## src/rtl/stitch_pipeline_add_vr.sv

```systemverilog
// Elastic adder pipeline: x + y enters stage 1, then moves through STAGES valid/ready register stages.
// Define STITCH_PIPELINE_SAT_EN to clamp the stage-1 sum to all-ones on carry-out.
module stitch_pipeline_add_vr #(
  parameter int WIDTH  = 32,
  parameter int STAGES = 2,
  parameter int CNT_W  = $clog2(STAGES + 1)
) (
  input  logic             clk,
  input  logic             rst_n,
  input  logic             in_valid,
  output logic             in_ready,
  input  logic [WIDTH-1:0] x,
  input  logic [WIDTH-1:0] y,
  output logic             out_valid,
  input  logic             out_ready,
  output logic [WIDTH-1:0] out,
  output logic             out_carry,
  output logic [CNT_W-1:0] occupancy
);

  logic [STAGES:1] vld_p;
  logic [STAGES:1] vld_next;
  logic [STAGES:1] rdy;
  logic [WIDTH:0]  data_p [1:STAGES];
  logic [WIDTH:0]  sum_p0;

  function automatic logic [WIDTH:0] add_p0(input logic [WIDTH-1:0] a, input logic [WIDTH-1:0] b);
    logic [WIDTH:0] s;
    s = {1'b0, a} + {1'b0, b};
`ifdef STITCH_PIPELINE_SAT_EN
    if (s[WIDTH]) s[WIDTH-1:0] = '1;
`endif
    return s;
  endfunction

  function automatic logic [CNT_W-1:0] popcount(input logic [STAGES:1] v);
    logic [CNT_W-1:0] c;
    c = '0;
    for (int i = 1; i <= STAGES; i++) c = c + CNT_W'(v[i]);
    return c;
  endfunction

  // A stage is ready when it, or any stage after it, has a free slot, or the consumer takes the head.
  always_comb begin
    logic acc;
    acc = out_ready;
    rdy = '0;
    for (int i = STAGES; i >= 1; i--) begin
      acc    = acc || !vld_p[i];
      rdy[i] = acc;
    end
  end

  always_comb begin
    vld_next    = vld_p;
    vld_next[1] = rdy[1] ? in_valid : vld_p[1];
    for (int i = 2; i <= STAGES; i++) begin
      if (rdy[i]) vld_next[i] = vld_p[i-1];
    end
  end

  assign sum_p0 = add_p0(x, y);

  // Stage boundary: stage 1 captures the sum, later stages shift forward when free to do so.
  always_ff @(posedge clk or negedge rst_n) begin
    if (!rst_n) begin
      vld_p     <= '0;
      occupancy <= '0;
      for (int i = 1; i <= STAGES; i++) data_p[i] <= '0;
    end else begin
      vld_p     <= vld_next;
      occupancy <= popcount(vld_next);
      if (rdy[1] && in_valid) data_p[1] <= sum_p0;
      for (int i = 2; i <= STAGES; i++) begin
        if (rdy[i] && vld_p[i-1]) data_p[i] <= data_p[i-1];
      end
    end
  end

  assign in_ready  = rdy[1];
  assign out_valid = vld_p[STAGES];
  assign out       = data_p[STAGES][WIDTH-1:0];
  assign out_carry = data_p[STAGES][WIDTH];

endmodule

```

## config.mk

```make
export PLATFORM = sky130hd
export DESIGN_NAME = stitch_pipeline_add_vr
export DESIGN_NICKNAME = d
export VERILOG_FILES = /design/src/rtl/stitch_pipeline_add_vr.sv
export SDC_FILE = /design/constraint.sdc
export NUM_CORES = 1
export LEC_CHECK = 0
export CORE_UTILIZATION = 30
export CTS_BUF_LIST = sky130_fd_sc_hd__clkbuf_4
export CTS_CLUSTER_DIAMETER = 40
export DETAILED_ROUTE_END_ITERATION = 10
export GPL_ROUTABILITY_DRIVEN = 1
export SYNTH_ARGS = -nofsm -noshare
export SYNTH_HDL_FRONTEND = slang
export SYNTH_SLANG_ARGS = --single-unit
```

## constraint.sdc

```tcl
create_clock -name clk -period 1.3 [get_ports clk]
set_input_delay 0.26 -clock clk [delete_from_list [all_inputs] [get_ports clk]]
set_output_delay 0.26 -clock clk [all_outputs]
set_load 0.005 [all_outputs]
```

==> results of run 1 <==
-- per-stage QoR --
step	total power [uW]	area, um^2
floorplan	5020	4810
global placement	6390	6720
detailed placement	6460	6720
CTS	8380	7600
global route	9220	7970
finish	8680	7970
-- worst max-delay path, stage by stage --
cell and delay [ns]:
buf_6 0.10, ha_4 0.16, fa_2 0.36, a21o_1 0.21, a221oi_4 0.31, buf_4 0.17
o211ai_1 0.13, a31oi_1 0.19, o21bai_1 0.12, xnor2_1 0.18, o21ai_1 0.08
-- power by group --
group          switching [uW]  internal (uW)
registers                 335           2770
logic                    1680           2230
clock network             859            818
-- synthesized netlist by cell type (all sizes together) (2+ instances only) --
cell type and number:
o21ai 47, xnor2 12, a211oi 3, a41oi 2
and3 6, mux2 35, a21boi 3, a221oi 2
inv 5, o211ai 5, nor2 18, a21o 12
nand3 7, buf 42, a21oi 36, a31oi 5
o21bai 5, mux2i 2, xor2 13, dfrtp 70
nor3b 5, a211o 2, nand2b 7, a2111oi 3
nand4 5, nand2 56, nor3 4, ha 33
o21a 3, o31ai 4, and2 3, clkbuf 6
a221o 2
-- flip-flops by register name (all words and copies together), names as in the netlist --
register,flops
out,32
vld_p,2
out_carry,1
occupancy,2
data_p,33
-- layer usage --
metal,part of all wire [%],wire (um),GRT usage [%]
met1,47,6620,23.7
met2,49,7000,30.0
met3,3.2,452,2.70
met4,1.0,142,4.82
met5,0,0,0
-- timing repair --
item,in CTS,in global routing
buffers inserted,28,16
hold buffers,1,0
setup endpoints to repair,103,70
gates cloned,5,1
endpoints found under the hold margin,70,0
resized for setup,345,117
pin swaps,86,83
-- final timing paths --
kind	endpoint	slack, ns
worst max-delay path	data_p[49]$_DFFE_PN0P_	-0.61
worst min-delay path	data_p[33]$_DFFE_PN0P_	0.17
worst max register to register	data_p[64]$_DFFE_PN0P_	-0.10
worst min register to register	data_p[49]$_DFFE_PN0P_	0.50
max in group asynchronous	data_p[38]$_DFFE_PN0P_	0.61
min in group asynchronous	out[30]$_DFFE_PN0P_	0.36
-- area by class of cell --
cell class                      instances  area, um^2
Fill cell                            1296        7170
Multi-Input combinational cell        353        3540
Timing Repair Buffer                  271        2250
Sequential cell                        70        1750
Tap cell                              188         235
Clock inverter                          6        93.8
Clock buffer                           10        75.1
Inverter                                5        18.8
Antenna cell                            1        2.50
-- cell families after synthesis --
kind of cell	count (synthesis)	share of synthesized area (%)
xor+xnor	25	4.72
flops	70	37.7
mux	37	8.92
simple gates	118	12.0
buf+inv	53	7.01
compound gates	139	20.2
fa+ha+maj	34	9.33
-- cell usage in the layout, fill, tap and decap left out, types with 5 or more instances in the layout --
| cell type | instances |
|---|---|
| a21oi_1 | 14 |
| nor3b_1 | 5 |
| xnor2_1 | 6 |
| nand2_1 | 41 |
| xor2_1 | 10 |
| clkdlybuf4s15_1 | 5 |
| ha_1 | 5 |
| a21oi_4 | 8 |
| buf_2 | 41 |
| buf_6 | 26 |
| o21ai_2 | 9 |
| nand2_2 | 9 |
| xnor2_2 | 5 |
| mux2_2 | 28 |
| o211ai_1 | 5 |
| nand4_1 | 5 |
| clkdlybuf4s50_1 | 9 |
| nand2_4 | 5 |
| clkbuf_2 | 19 |
| a21o_1 | 12 |
| dfrtp_1 | 70 |
| dlygate4sd2_1 | 22 |
| buf_4 | 134 |
| nand3_1 | 6 |
| a21oi_2 | 14 |
| inv_1 | 5 |
| mux2_4 | 7 |
| nor2_1 | 15 |
| o21ai_0 | 7 |
| buf_12 | 8 |
| ha_4 | 27 |
| clkbuf_4 | 10 |
| o21ai_4 | 5 |
| nand2b_1 | 6 |
| o21ai_1 | 26 |
==> metrics.md, run 1 <==
| Metric | Value |
|---|---|
| Status | finished with violations |
| Failing checks | negative setup slack |
| CTS tree | built |
| Remaining DRCs | 0 |
| First-pass GRT wire length | roughly 23000 um |
| Worst Setup SP | y[0] |
| Final period util | 147% |
| Die X | 126 um |
| Routed WL per cell | about 16 um |
| Clk_skew | between 0.01 and 0.015 ns |
| Worst slew margin relative to its limit | between 70% and 80% |
| P_leak | around 0.0036 uW |
| Final setup TNS | -13.35 ns |
| Period minus WS final | 1.91 ns |
| Slew @ Worst Pin | 0.399 ns |
| Hpwl dp | between 9000 and 10000 um |
| RD Place Congestion | 0.848 |
| Remaining global-route overflow | 0 |
| Core area | about 0.015 mm^2 |
| Std cell rows | 45 |
| Final Setup Violations | between 50 and 60 |
| Reg2Reg Depth | 6 |
| Synth Flop Type | dfrtp_1 |
| Antenna Violating Nets Remaining | 0 |
| Initial antenna violation count | 1 |
| Register bit total from synthesis | 70 |
| Hold Crit Class | in2reg |
| Reg-to-reg startpoint | vld_p[2]$_DFF_PN0_ |
| Syn avg cell area | 9.75 um^2 |
| Crit Path Class | in2reg |
| Max-slew violation count | 0 |
| Initial drt markers | 223 |
| EDFF count, synth | 0 |
| VDD IR-drop max | between 0.4 and 0.5 mV |
| Main area contributors after synthesis | dfrtp_1, ha_1, mux2_2, buf_4, nand2_1 |
| Placed cell count | 843 |
| Setup crit start kind | input pin |
| Pwr Density | 1090 mW/mm^2 |
| Min-delay src | x[0] |
| Maximum clock insertion buffer count | 2 |
| Synth async-reset ratio | 100% |
| Total wire length | roughly 14000 um |
| Total CTS buffers | 9 |
| Data arrival, critical path | approximately 2.3 ns |
| F_max | approximately 0.52 GHz |
| Clock transition at path regs | roughly 0.13 ns |
| Mapped Cells | around 480 |
| Max FO, Critical Path | 2 |
| Number of global-route vias before repair | 4642 |
| Fin worst setup slack | -0.614 ns |
| Yosys warns | 0 |
| Area share of the largest cell type after synthesis | 37.7% |
| Sequential fraction of the synthesis area | about 38% |
| Final hold viol count | 0 |
| I/O pin total | between 100 and 150 |
| Clk_lat worst skew | 0.43 ns |
| Final core occ | 52.6% |
| Hold path cells | 3 |
| Sink Count | 70 |
| Hold Slack | approximately 0.17 ns |
| Area Growth Syn to Fin | 71.8% |
| H-tree levels | 3 |
| NumNets Final | 812 |
| Layout cell share with drive strength beyond 1 | around 58% |
| Initial DRT Pass Iterations | 4 |
| RSZ-0062 raised after global routing | true |
| Root buffer cell | clkbuf_4 |
| Number of max-cap violations | 0 |
| Gr usage total | between 15 and 20% |
| Dominant cell type by area after synthesis | dfrtp_1 |
| Initial core utilization | between 30% and 40% |
| Endpoint class of the critical path | flip-flop |
| Avg Vias per Cell | between 4 and 5 |
| Syn Nets | roughly 580 |
| Fin cells | between 900 and 1000 |
| CP required | 1.64 ns |
| DP Worst Slack | -1.47 ns |
| IO buf count | roughly 100 |
| Die Area | between 0.015 and 0.02 mm^2 |
| Die Y | about 130 um |
| Largest net degree at the start of global routing | about 70 |
| Post-synthesis cell type count | ~60 |
| Post-synthesis cell area | between 0.004 and 0.005 mm^2 |
| Routed vias | roughly 4400 |
Power figures use the tool's default switching activity.
==> run 2: changes to the inputs <==
==> constraint.sdc (replaced) <==
create_clock -name clk -period 1.7 [get_ports clk]
set_input_delay 0.34 -clock clk [delete_from_list [all_inputs] [get_ports clk]]
set_output_delay 0.34 -clock clk [all_outputs]
set_load 0.005 [all_outputs]
==> run 2 against run 1 <==
Against the previous run: the run still ends with negative setup slack left; power fell by 29%; first-iteration DRC count decreased by 37%; global-route usage is 0.64 points lower; worst hold slack improved by 0.092 ns; combinational power is 25% lower; count of clock-buffer cells in the layout grew 2; clock skew fell by 0.0037 ns; highest routed layer unchanged.
==> metrics.md, run 2 (same netlist as run 1, synthesis figures left out) <==
| Metric | Value |
|---|---|
| RD Place Congestion | 0.871 (+2.7%) |
| Std cell rows | 45 (unchanged) |
| Die Area | 0.0160 mm^2 (unchanged) |
| Final hold viol count | 0 (unchanged) |
| P_leak | 0.00346 uW (-3.9%) |
| Switch share | 32.4% (-0.68 points) |
| Total wire length | 13200 um (-7.4%) |
| Crit Path Class | in2reg |
| Endpoint class of the critical path | flip-flop |
| Maximum clock insertion buffer count | 2 (unchanged) |
| Initial DRT Pass Iterations | 4 (unchanged) |
| NumNets Final | 792 (-2.5%) |
| Largest net degree at the start of global routing | 30 (-58%) |
| Area Growth Syn to Fin | 66.3% |
| Commonest non-fill, non-tap cell in the layout | buf_4 |
| Initial core utilization | 30.6% (unchanged) |
| IO buf count | 104 (unchanged) |
| Pwr Density | 801 mW/mm^2 (-26%) |
| Setup crit start kind | input pin |
| Data arrival, critical path | 2.30 ns (+0.05 ns) |
| Slew @ Worst Pin | 0.481 ns (+0.0822 ns) |
| Worst slew margin relative to its limit | 67.9% (-5.5 points) |
| Routed vias | 4320 (-1.9%) |
| Remaining global-route overflow | 0 (unchanged) |
| Reg-to-reg startpoint | vld_p[2]$_DFF_PN0_ |
| Sink Count | 70 (unchanged) |
| Max FO, Critical Path | 3 (+1) |
| Remaining DRCs | 0 (unchanged) |
| Clk_skew | 0.0112 ns (-0.00369 ns) |
| Hpwl dp | 9890 um (-0.39%) |
| Max FFs per register | 33 (unchanged) |
| H-tree levels | 3 (unchanged) |
| Period minus WS final | roughly 2.0 ns |
| I/O pin total | 105 (unchanged) |
| Placed cell count | 831 (-1.4%) |
| Initial drt markers | 141 (-37%) |
| Min-delay src | y[0] |
| CTS tree | built |
| Status | finished with violations |
| Layout cell share with drive strength beyond 1 | 49.6% (-8.2 points) |
| Clk_lat worst skew | 0.42 ns (about the same) |
| RSZ-0062 raised after global routing | true |
| Antenna Violating Nets Remaining | 0 (unchanged) |
| Core area | 0.0151 mm^2 (unchanged) |
| Total CTS buffers | 9 (unchanged) |
| Failing checks | negative setup slack |
| Hold Crit Class | in2reg |
| Worst Setup SP | x[0] |
| Largest reg by FF count | data_p |
| Met2 WL post-DR | 6440 um (-8.0%) |
| Register share of total power | 38.4% (+2.6 points) |
| Avg Vias per Cell | 4.89 (+0.43%) |
| VDD IR-drop max | 0.303 mV (-39%) |
| Initial antenna violation count | 1 (unchanged) |
| Clock transition at path regs | 0.11 ns (-0.02 ns) |
| First-pass GRT wire length | 21900 um (-4.0%) |
| Final core occ | 51.0% (-1.7 points) |
| Die Y | 126 um (unchanged) |
| Commonest cells after routing, fill and taps aside | buf_4, dfrtp_1, nand2_1 |
| CP required | 2.03 ns (+0.39 ns) |
| Root buffer cell | clkbuf_4 |
| Sw Pwr | 2000 uW (-30%) |
| Max-slew violation count | 0 (unchanged) |
| DR top layer | met4 |
| Met3 routed WL | 440 um (-2.7%) |
| Fin worst setup slack | -0.273 ns (+0.341 ns) |
| M1 wire length | 5990 um (-9.5%) |
| Number of global-route vias before repair | 4541 (-2.2%) |
| Final period util | 116% |
| Routed WL per cell | 14.9 um (-5.2%) |
| F_max | just over 0.5 GHz |
| Gr usage total | 17.2% (-0.64 points) |
| Number of max-cap violations | 0 (unchanged) |
| Fin cells | 883 (-2.3%) |
| Die X | 126 um (unchanged) |
| Pint | 4180 uW (-28%) |
| Final Setup Violations | 21 (-64%) |
| Clock power frac | 14.5% (-4.8 points) |
| Combinational Power Share | 47.1% (+2.2 points) |
## run 2: cell type report
type	count	area, um^2
fill	1340	7430
multi-input combinational	353	3450
timing repair buffer	251	2160
sequential	70	1750
tap	188	235
clock buffer	12	90.1
inverter	5	18.8
clock inverter	3	12.5
antenna	1	2.50
## run 2: repair_timing
item	in CTS	in global routing
hold buffers	1	0
setup buffers	30	6
pin swaps	101	32
endpoints found under the setup margin	30	37
hold endpoints to repair	16	0
resized for setup	276	37
## run 2: final timing paths
check | endpoint | slack [ns] | cells past startpoint
worst min-delay path | data_p[33]$_DFFE_PN0P_ | 0.26 | 3
max in group asynchronous | data_p[41]$_DFFE_PN0P_ | 0.79 | 3
worst max register to register | data_p[62]$_DFFE_PN0P_ | 0.21 | 7
worst max-delay path | data_p[65]$_DFFE_PN0P_ | -0.27 | 11
worst min register to register | data_p[44]$_DFFE_PN0P_ | 0.49 | 2
min in group asynchronous | vld_p[2]$_DFF_PN0_ | 0.39 | 2
## run 2: per-stage QoR
| step | hold WS (ns) | worst slack (ns) | instance area [um^2] | setup TNS [ns] | power [uW] |
|---|---|---|---|---|---|
| after floorplan | 0.0444 | -0.583 | 4790 | -7.69 | 3830 |
| after global placement | 0.322 | -1.12 | 6650 | -28.39 | 4860 |
| after detailed placement | 0.326 | -1.15 | 6650 | -29.14 | 4920 |
| after CTS | 0.228 | -0.305 | 7540 | -2.45 | 6140 |
| after global routing | 0.242 | -0.342 | 7720 | -4.27 | 6580 |
| final | 0.258 | -0.273 | 7720 | -2.95 | 6180 |
## run 2: critical path: stages
cell and delay, ns:
buf_6 0.10, ha_4 0.15, fa_2 0.34, a21o_1 0.20, a221oi_4 0.30, o21ai_2 0.12, a211oi_2 0.19, buf_4 0.17
o31ai_4 0.08, buf_4 0.15, o21a_1 0.16
## run 2: power by group through the flow
stage / sequential (uW) / combinational [uW] / clock, uW
floorplan: 2310 / 1520 / 0
global placement: 2400 / 2460 / 0
detailed placement: 2430 / 2490 / 0
CTS: 2390 / 2830 / 923
global route: 2440 / 3140 / 994
finish: 2370 / 2910 / 895
## run 2: per-layer routing
layer	vias to the layer above	global-route usage (%)
met2	102	29.5
li1	2124	-
met3	19	2.19
met4	0	7.30
met5	-	0
met1	2075	21.7
